==> config.mk <==
export PLATFORM = sky130hd
export DESIGN_NAME = vga_controller
export DESIGN_NICKNAME = d
export VERILOG_FILES = /design/src/rtl/vga_controller.sv
export SDC_FILE = /design/constraint.sdc
export NUM_CORES = 1
export LEC_CHECK = 0
export ABC_AREA = 0
export BUFFER_PORTS_ARGS = -buffer_cell sky130_fd_sc_hd__buf_2
export CAP_MARGIN = 5
export CELL_PAD_IN_SITES_DETAIL_PLACEMENT = 0
export CELL_PAD_IN_SITES_GLOBAL_PLACEMENT = 2
export CORE_UTILIZATION = 33
export DETAILED_ROUTE_END_ITERATION = 8
export PLACE_DENSITY = 0.76
export RECOVER_POWER = 50
export SLEW_MARGIN = 20
export SYNTH_ARGS = -nofsm -noshare
export SYNTH_HDL_FRONTEND = slang
export SYNTH_SLANG_ARGS = --single-unit
==> constraint.sdc <==
create_clock -name iCLK -period 4.4 [get_ports iCLK]
set_clock_uncertainty 0.05 [all_clocks]
set_input_delay 0.44 -clock iCLK [delete_from_list [all_inputs] [get_ports iCLK]]
set_output_delay 0.44 -clock iCLK [all_outputs]
set_load 0.01 [all_outputs]
==> src/rtl/vga_controller.sv <==
// 640x480@60 VGA raster generator: issues upcoming pixel coordinates to the
// frame-buffer fetch, then drives gated colour with sync/blank aligned two cycles later.
module vga_controller #(
  parameter int H_SYNC  = 96,
  parameter int H_BACK  = 48,
  parameter int H_ACT   = 640,
  parameter int H_FRONT = 16,
  parameter int V_SYNC  = 2,
  parameter int V_BACK  = 33,
  parameter int V_ACT   = 480,
  parameter int V_FRONT = 10
) (
  input  logic       iCLK,
  input  logic       iRST_N,
  input  logic [3:0] iCursor_RGB_EN,
  input  logic [9:0] iRed,
  input  logic [9:0] iGreen,
  input  logic [9:0] iBlue,
  output logic [9:0] oCoord_X,
  output logic [9:0] oCoord_Y,
  output logic [9:0] oVGA_R,
  output logic [9:0] oVGA_G,
  output logic [9:0] oVGA_B,
  output logic       oVGA_H_SYNC,
  output logic       oVGA_V_SYNC,
  output logic       oVGA_BLANK,
  output logic       oVGA_SYNC
);

  localparam logic [9:0] C_H_SYNC = 10'(H_SYNC);
  localparam logic [9:0] C_H_ST   = 10'(H_SYNC + H_BACK);
  localparam logic [9:0] C_H_END  = 10'(H_SYNC + H_BACK + H_ACT);
  localparam logic [9:0] C_H_LAST = 10'(H_SYNC + H_BACK + H_ACT + H_FRONT - 1);
  localparam logic [9:0] C_V_SYNC = 10'(V_SYNC);
  localparam logic [9:0] C_V_ST   = 10'(V_SYNC + V_BACK);
  localparam logic [9:0] C_V_END  = 10'(V_SYNC + V_BACK + V_ACT);
  localparam logic [9:0] C_V_LAST = 10'(V_SYNC + V_BACK + V_ACT + V_FRONT - 1);

  logic [9:0] r_h, r_v;
  logic [9:0] w_h_nxt, w_v_nxt;
  logic       w_h_wrap, w_v_wrap;
  logic       w_act_cur, w_act_nxt;
  logic [9:0] w_x_nxt, w_y_nxt;

  logic       r_act1, r_hs1, r_vs1;
  logic [9:0] r_coord_x, r_coord_y;
  logic [9:0] r_red, r_green, r_blue;
  logic       r_hs2, r_vs2, r_blank;

  logic       w_unused_en3;
  assign w_unused_en3 = iCursor_RGB_EN[3];

  assign w_h_wrap = (r_h == C_H_LAST);
  assign w_v_wrap = (r_v == C_V_LAST);

  // The counter's next value doubles as the coordinate lookahead: the
  // coordinate register loaded from it leads the pins by two cycles.
  always_comb begin
    w_h_nxt = r_h + 10'd1;
    w_v_nxt = r_v;
    if (w_h_wrap) begin
      w_h_nxt = '0;
      w_v_nxt = w_v_wrap ? '0 : r_v + 10'd1;
    end
  end

  assign w_act_cur = (r_h >= C_H_ST) && (r_h < C_H_END) &&
                     (r_v >= C_V_ST) && (r_v < C_V_END);
  assign w_act_nxt = (w_h_nxt >= C_H_ST) && (w_h_nxt < C_H_END) &&
                     (w_v_nxt >= C_V_ST) && (w_v_nxt < C_V_END);

  always_comb begin
    w_x_nxt = '0;
    w_y_nxt = '0;
    if (w_act_nxt) begin
      w_x_nxt = w_h_nxt - C_H_ST;
      w_y_nxt = w_v_nxt - C_V_ST;
    end
  end

  always_ff @(posedge iCLK or negedge iRST_N) begin
    if (!iRST_N) begin
      r_h <= '0;
      r_v <= '0;
    end else begin
      r_h <= w_h_nxt;
      r_v <= w_v_nxt;
    end
  end

  always_ff @(posedge iCLK or negedge iRST_N) begin
    if (!iRST_N) begin
      r_act1    <= 1'b0;
      r_hs1     <= 1'b1;
      r_vs1     <= 1'b1;
      r_coord_x <= '0;
      r_coord_y <= '0;
    end else begin
      r_act1    <= w_act_cur;
      r_hs1     <= (r_h >= C_H_SYNC);
      r_vs1     <= (r_v >= C_V_SYNC);
      r_coord_x <= w_x_nxt;
      r_coord_y <= w_y_nxt;
    end
  end

  // Colour arrives one cycle after its coordinate; r_act1 is aligned with it.
  always_ff @(posedge iCLK or negedge iRST_N) begin
    if (!iRST_N) begin
      r_red   <= '0;
      r_green <= '0;
      r_blue  <= '0;
      r_hs2   <= 1'b1;
      r_vs2   <= 1'b1;
      r_blank <= 1'b0;
    end else begin
      r_red   <= (r_act1 && iCursor_RGB_EN[2]) ? iRed   : '0;
      r_green <= (r_act1 && iCursor_RGB_EN[1]) ? iGreen : '0;
      r_blue  <= (r_act1 && iCursor_RGB_EN[0]) ? iBlue  : '0;
      r_hs2   <= r_hs1;
      r_vs2   <= r_vs1;
      r_blank <= r_act1;
    end
  end

  assign oCoord_X    = r_coord_x;
  assign oCoord_Y    = r_coord_y;
  assign oVGA_R      = r_red;
  assign oVGA_G      = r_green;
  assign oVGA_B      = r_blue;
  assign oVGA_H_SYNC = r_hs2;
  assign oVGA_V_SYNC = r_vs2;
  assign oVGA_BLANK  = r_blank;
  assign oVGA_SYNC   = 1'b1;

endmodule

== After elaboration in Yosys (flattened, before gate mapping) ==
Cells that the tools add are included.
W data, S select, Z words.
Storage, ports and cells
  bits in registers: 76
  input port bits: 36
  word-level logic and storage cells: 46
  output and inout bits: 54
Cells by class
  equal/unequal tests: 2
  reductions and logical operators: 9
  $lt $le $gt $ge: 10
  multiplexer cells: 8
  add/sub/neg operators: 4
Operators by type and width (number)
  $mux W10: 8
  $lt A10 B10 Y1 const B: 4
  $add A10 B1 Y10 const B: 2
  $eq A10 B10 Y1 const B: 2
  $ge A10 B6 Y1 const B: 2
  $ge A10 B8 Y1 const B: 2
  $ge A10 B2 Y1 const B: 1
  $ge A10 B7 Y1 const B: 1
  $sub A10 B6 Y10 const B: 1
  $sub A10 B8 Y10 const B: 1
  $logic_and A1 B1 Y1: 9

== Logic depth before layout (Yosys ltp) ==
Gate-level depths: netlist of run 1.
  word-level depth: 7
  depth in mapped cells: 14
  mapped depth without buffers: 11

== Least setup slack after synthesis of run 1 ==
Ideal clock, no wire load.
  kind: register to register
  start: reg r_v[6]
  end: reg r_coord_x[6], in the netlist oCoord_X[6]
  library setup time: 0.070 ns
  stages on the path, launching flop included: 13
  path buffers: 3
  clock period less this slack: 3.746 ns
  arrival time: 3.626 ns
  setup slack: 0.654 ns
  required time: 4.280 ns
  cell sequence: dfrtp_1 > buf_6 > or4_4 > or4_4 > nand3_1 > o21ai_0 > ha_1 > or4b_4 > or4_1 > a221o_1 > buf_6 > buf_8 > nor2_4
Between the ends
  cells in the longest elaborated chain, start to end: 7
  elaborated cells between the ends (all ways): 9
  classes of those cells: 1 x add/sub; 2 x order compare; 1 x eq/ne; 3 x mux; 2 x reduce/logical
RTL lines
  start: declaration: line 39  | logic [9:0] r_h, r_v;
  start signal: assignment: line 87  | r_v <= w_v_nxt;
  $eq A10 B10 Y1 (*): line 54  | assign w_v_wrap = (r_v == C_V_LAST);
  $mux W10 (*): line 63  | w_v_nxt = w_v_wrap ? '0 : r_v + 10'd1;
  $mux W10 (*): line 61  | if (w_h_wrap) begin
  via w_v_nxt[0]: line 40  | logic [9:0] w_h_nxt, w_v_nxt;
  $ge A10 B6 Y1: line 70  | (w_v_nxt >= C_V_ST) && (w_v_nxt < C_V_END);
  $logic_and A1 B1 Y1: line 69  | assign w_act_nxt = (w_h_nxt >= C_H_ST) && (w_h_nxt < C_H_END) &&
  $logic_and A1 B1 Y1 (*): line 70
  $mux W10 (*): line 75  | if (w_act_nxt) begin
  via w_x_nxt[6]: line 43  | logic [9:0] w_x_nxt, w_y_nxt;
  end signal: assignment: line 102  | r_coord_x <= w_x_nxt;
  end: declaration: line 46  | logic [9:0] r_coord_x, r_coord_y;
Mark *: on every way through the listed nets, which the timed path passes. The rest lies on a longest branch.

== Worst setup path after layout of run 1 ==
  start: reg r_v[5]
  end: reg r_coord_x[3], in the netlist oCoord_X[3]
The elaborated chain is that of the path after synthesis.

==> results of run 1 <==
## metal layers
layer / vias up / routed length [microns]
met3: 10 / 462
met2: 94 / 2896
met4: 0 / 97
li1: 1173 / -
met5: - / 0
met1: 1068 / 3362
## layout by cell type (no fill, tap or decap), types with 2 or more instances in the layout
cell / instances
buf_2: 86
and3_1: 32
nor3_1: 15
nor4_1: 4
o21ai_0: 5
ha_1: 8
xnor2_1: 12
nand3_1: 9
mux2i_1: 3
nor2b_1: 4
a21boi_0: 2
a311oi_1: 2
clkbuf_8: 10
dfrtp_1: 72
inv_1: 17
a41oi_1: 2
dfstp_2: 4
nand2_1: 13
bufinv_16: 2
inv_6: 2
nand4_1: 2
buf_4: 4
a21oi_1: 5
nor2_2: 5
o41ai_1: 2
and4_1: 2
nor2_4: 5
or4_1: 2
or4_4: 2
xor2_1: 8
o21a_1: 2
a31oi_1: 5
nor2_1: 11
or2_2: 2
## worst max-delay path by stage
stage,startpoint,endpoint,slack [ns],depth (start not counted)
after detailed placement,r_v[5],oCoord_X[3],0.29,10
after global placement,r_v[5],oCoord_X[3],0.35,10
final,r_v[5],oCoord_X[3],0.30,10
after floorplan,r_v[6],oCoord_X[6],0.65,12
after global routing,r_v[5],oCoord_X[0],0.12,10
after CTS,r_v[5],oCoord_X[3],0.27,10
## final cells by class
class	count	area (sq um)	area share [%]
Sequential cell	76	1907	47.12
Multi-Input combinational cell	178	1217	30.09
Timing Repair Buffer	91	465.4	11.50
Tap cell	129	161.4	3.989
Clock buffer	10	137.6	3.401
Clock inverter	6	93.84	2.319
Inverter	17	63.81	1.577
## power groups by stage
stage	Combinational [mW]	Sequential [mW]	Clock, mW
final	0.0296	0.698	0.607
after global routing	0.0350	0.698	0.667
after CTS	0.0318	0.698	0.635
after detailed placement	0.0317	0.712	0
after global placement	0.0323	0.712	0
after floorplan	0.00117	0.712	0
## sequential cells by signal (all words and copies together), names as in the netlist
| signal | flops |
|---|---|
| oCoord_X | 10 |
| r_act1 | 1 |
| oVGA_B | 10 |
| oVGA_R | 10 |
| r_h | 10 |
| r_hs1 | 1 |
| oVGA_BLANK | 1 |
| r_v | 10 |
| r_vs1 | 1 |
| oCoord_Y | 10 |
| oVGA_H_SYNC | 1 |
| oVGA_G | 10 |
| oVGA_V_SYNC | 1 |
## metrics by stage
stage               hold WS, ns  total power, mW  utilization [%]  area, sq um
global placement         0.2961           0.7440            40.54         3817
global route             0.2625            1.400            42.98         4046
finish                   0.2805            1.335            42.98         4046
floorplan               0.09441           0.7131                -         3261
CTS                      0.2286            1.365            43.00         4049
detailed placement       0.2978           0.7434            40.54         3817
## kinds of logic after synthesis
group,after synthesis,synth area share [%]
other cells,1,0.1150
flops,76,58.48
xor+xnor,20,5.372
fa+ha+maj,8,3.070
buf+inv,28,4.182
simple gates,112,20.30
mux,3,0.9210
compound gates,34,7.560
==> reports/metrics.yaml, run 1 <==
cts:
  cts.sinks: 76
  clock-root-buffer: "clkbuf_8"
  cts_tree: "done"
  ctsResizeCount: 0
  post_cts_buffers: 0
  cts_hold_buf: 0
  cts_max_level: 3
  clock_path_buffers: 2
  clkLatencyLatePin_ns: 0.35
  cts_buffers: 9
  clk_pin_slew_worst_paths_ns: 0.08
min_path:
  hold_depth: 2
  worstHoldStart: "iBlue[2]"
  min_path_type: "input port to flop"
  holdPathEnd: "oVGA_B[2]"
cells_and_area:
  drive_gt1_share_pct: 33.86
  antenna_cells: 0
  syn2layout_area_growth_pct: 24.10
  nets: 417
  num-fill-cells: 891
  instances_no_fill: 507
critical_path:
  cpMostUsedCell: "or4_4"
  slowest_delay_ns: 0.57
  endpoint_kind: "flop"
  startpoint_type: "flop"
  crit_type: "flop to flop"
  timing.critical_path.cells: "or4_4 -> or4_4 -> nand3_1 -> o21ai_0 -> ha_1 -> or4b_4 -> or4_1 -> a221o_1 -> buf_4 -> nor3_1"
  path_max_fanout: 15
  reg2reg_from: "r_v[5]"
  r2r_cells: 10
  cp.required_ns: 4.62
  crit_buf_inv: 1
  r2r_slack_ns: 0.30
  path_delay_family: "simple AND/OR/NAND/NOR gates"
  slowest_stage: "or4b_4"
  r2r-end: "oCoord_X[3]"
  cp.arrival_ns: 4.32
logic_synthesis:
  ys_seq_area_share_pct: 58.48
  synth_top_area_share_pct: 55.26
  synth.most_common_cell: "dfrtp_1"
  synth.area.top_cells: "dfrtp_1 55%, and3_1 6.1%, dfstp_2 3.2%"
  async_flop_share_pct: 100.0
  ys_types: 48
  synth_fp_nets: 326
  synth_commonest_cells: "72 x dfrtp_1, 32 x and3_1, 17 x inv_1, 15 x nor3_1, 13 x nand2_1"
  synthCells: 282
  synth-edff-count: 0
  yosysTopAreaCell: "dfrtp_1"
  ys_ff_latch: 76
  avgSynthCellArea_sq_um: 11.56
  synthFlopType: "dfrtp_1"
  yosys_warnings: 0
  synth_area_sq_um: 3261
grt:
  antenna_found_initial: 0
  first_global_vias: 2297
  grt_pass1_wl_mm: 11.25
  use_met1_pct: 18.68
  grt_max_degree: 77
  overflow: 0
  grt_util_all_layers_pct: 14.38
  busiest_layer: "met2"
  grtUsageMet2_pct: 22.29
  use_met3_pct: 4.348
power:
  irDropWorstVdd_v: 0.0001210
  p_per_area_nw_per_um2: 329.9
  internal-power_mw: 1.048
  p_switching_mw: 0.2868
  power.leakage_nw: 2.219
  seqPwrFrac_pct: 52.3
  comb_power_share_pct: 2.2
  clkPwrFrac_pct: 45.5
  switching_share_pct: 21.48
sta:
  min_period_ns: 4.099
  worst_slack_ns: 0.3014
  finalHoldViolCount: 0
  setup_viol: 0
  drv_slew: 77
  fin_crit_sh_pct: 93.15
  fmax_mhz: 244.0
  fin_setup_tns_ns: 0
  max_slew_margin_pct: -24.20
  rsz0062_at_grt: "false"
  tightest_slew_ns: 1.863
detailed_routing:
  vias: 2345
  drc: 0
  drt_first_iter_violations: 88
  antenna_left: 0
  first_pass_iters: 4
  avgViaCountPerCell: 4.625
  wl_per_cell_microns: 13.45
  drt-total-wl_mm: 6.819
run_status:
  status: "finished with violations"
  violations: "capacitance limit, slew limit"
run:
  drv_cap: 1
place:
  dp_hpwl_mm: 4.678
  gp_congestion: 0.7810
  placed_cells: 491
  dp_slack_ns: 0.2860
  port_buffers: 87
die:
  ios: 90
  num_rows: 35
  dieArea_sq_um: 10280
  core_sq_um: 9415
  initial_core_util_pct: 34.63
  chipWidth_microns: 101.4
  die_h_microns: 101.4
No activity file was read; power rests on OpenSTA's default activity.
==> run 2: changes to the inputs <==
- PLACE_DENSITY: 0.76 -> 0.75
==> run 2 against run 1 <==
Compared with the run above: the flow still finishes with violations (capacitance limit, slew limit); sequential cell count stayed put; first-iteration DRC count increased by 3.4%; sequential share of layout area fell by 0.20 points; critical endpoint unchanged; largest cell class unchanged; largest power group unchanged; highest routed layer unchanged.
==> reports/metrics.yaml, run 2 (synthesis gave the netlist of run 1 again) <==
critical_path:
  endpoint_kind: "flop"
  cp.arrival_ns: 4.17  # -0.15 ns
  path_max_fanout: 14  # -1
  cp.required_ns: 4.59  # -0.03 ns
  startpoint_type: "flop"
  r2r_slack_ns: 0.43  # +0.13 ns
  crit_type: "flop to flop"
die:
  chipWidth_microns: 101.4  # unchanged
  num_rows: 35  # unchanged
  ios: 90  # unchanged
  core_sq_um: 9415  # unchanged
  die_h_microns: 101.4  # unchanged
  dieArea_sq_um: 10280  # unchanged
  initial_core_util_pct: 34.63  # unchanged
grt:
  use_met1_pct: 18.25  # -0.43 points
  overflow: 0  # unchanged
  grt_util_all_layers_pct: 14.32  # -0.061 points
  grtUsageMet2_pct: 22.45  # +0.16 points
  antenna_found_initial: 0  # unchanged
  busiest_layer: "met2"
  use_met3_pct: 4.279  # -0.069 points
  grt_pass1_wl_mm: 11.23  # -0.18%
  grt_max_degree: 77  # unchanged
  first_global_vias: 2360  # +2.7%
cells_and_area:
  regArea_sq_um: 1907  # unchanged
  num-fill-cells: 897  # +0.67%
  drive_gt1_share_pct: 33.60  # -0.26 points
  nets: 417  # unchanged
  antenna_cells: 0  # unchanged
  instances_no_fill: 507  # unchanged
  syn2layout_area_growth_pct: 24.64
  multiInputGateArea_sq_um: 1217  # unchanged
  layout_commonest_cell: "buf_2"
  layout_common_cells: "86 x buf_2, 72 x dfrtp_1, 32 x and3_1"
cts:
  cts_tree: "done"
  clk_pin_slew_worst_paths_ns: 0.08  # about the same
  clkLatencyLatePin_ns: 0.34  # about the same
  ctsResizeCount: 0  # unchanged
  clock_path_buffers: 2  # unchanged
  cts_hold_buf: 0  # unchanged
  cts.sinks: 76  # unchanged
  cts_buffers: 9  # unchanged
  clock-root-buffer: "clkbuf_8"
  cts_max_level: 3  # unchanged
  post_cts_buffers: 0  # unchanged
detailed_routing:
  avgViaCountPerCell: 4.730  # +2.3%
  vias: 2398  # +2.3%
  wl_per_cell_microns: 13.45  # unchanged
  drc: 0  # unchanged
  antenna_left: 0  # unchanged
  drt_first_iter_violations: 91  # +3.4%
  first_pass_iters: 4  # unchanged
  drt-total-wl_mm: 6.819  # unchanged
sta:
  fin_setup_tns_ns: 0  # unchanged
  setup_viol: 0  # unchanged
  rsz0062_at_grt: "false"
  tightest_slew_ns: 1.870  # +0.007232 ns
  drv_slew: 77  # unchanged
  fin_crit_sh_pct: 90.26  # -2.9 points
  finalHoldViolCount: 0  # unchanged
  fmax_mhz: 251.8  # +3.2%
  max_slew_margin_pct: -24.69  # -0.48 points
  min_period_ns: 3.971  # -0.1274 ns
place:
  gp_congestion: 0.7811  # about the same
  port_buffers: 87  # unchanged
  placed_cells: 491  # unchanged
  dp_hpwl_mm: 4.735  # +1.2%
run:
  drv_cap: 1  # unchanged
power:
  power.leakage_nw: 2.229  # +0.42%
  irDropWorstVdd_v: 0.0001170  # -3.3%
  p_per_area_nw_per_um2: 338.8  # +2.7%
run_status:
  violations: "capacitance limit, slew limit"
  status: "finished with violations"
min_path:
  min_path_type: "input port to flop"
run 2: cell count changes in the layout (fill, tap and decap cells not counted), sizes merged:
| cell | change |
|---|---|
| inv | -1 |
| clkbuf | +1 |
| bufinv | +1 |
| clkinvlp | -1 |
run 2: critical path, stage by stage (launching register included):
cell and delay [ns]:
dfrtp_1 0.45, or4_4 0.56, or4_4 0.53, nand3_1 0.10, o21ai_0 0.16, ha_1 0.27
or4b_4 0.56, or4_1 0.41, a221o_1 0.38, buf_4 0.22, nor3_1 0.17
run 2: cell type report:
type	count	share of cell area [%]
tap	129	3.972
timing repair buffer	91	11.45
sequential	76	46.92
clock inverter	5	2.648
clock buffer	11	3.479
multi-input combinational	178	29.96
inverter	17	1.570
run 2: metal layers:
layer | routed length [microns] | up-vias | part of all wire, %
li1 | - | 1167 | -
met3 | 465 | 6 | 6.8
met5 | 0 | - | 0
met2 | 3023 | 83 | 44
met1 | 3244 | 1142 | 48
met4 | 85 | 0 | 1.2
run 2: stage by stage:
step | utilization [%] | total power, mW | setup slack [ns] | area, sq um | hold WS [ns]
after floorplan | - | 0.7131 | 0.6537 | 3261 | 0.09441
after global placement | 40.54 | 0.7436 | 0.4815 | 3817 | 0.2956
after detailed placement | 40.54 | 0.7435 | 0.4499 | 3817 | 0.2994
after CTS | 43.19 | 1.406 | 0.3989 | 4066 | 0.2213
after global routing | 43.16 | 1.441 | 0.2888 | 4064 | 0.2729
final | 43.16 | 1.377 | 0.4288 | 4064 | 0.2893
run 2: worst paths after layout:
check                           startpoint          end  cells after the start
min in group asynchronous           iRST_N       r_h[0]                      1
worst max-delay path                r_v[5]  oCoord_X[3]                     10
worst max register to register      r_v[5]  oCoord_X[3]                     10
worst min-delay path              iBlue[0]    oVGA_B[0]                      2
max in group asynchronous           iRST_N  oCoord_Y[7]                      1
worst min register to register       r_hs1  oVGA_H_SYNC                      0
run 2: where the power goes:
| group | internal [mW] | switching [mW] | leakage [nW] | total [mW] |
|---|---|---|---|---|
| sequential | 0.698 | 0 | 1.03 | 0.698 |
| combinational | 0.0105 | 0.0195 | 1.07 | 0.0299 |
| clock | 0.396 | 0.253 | 0.124 | 0.649 |
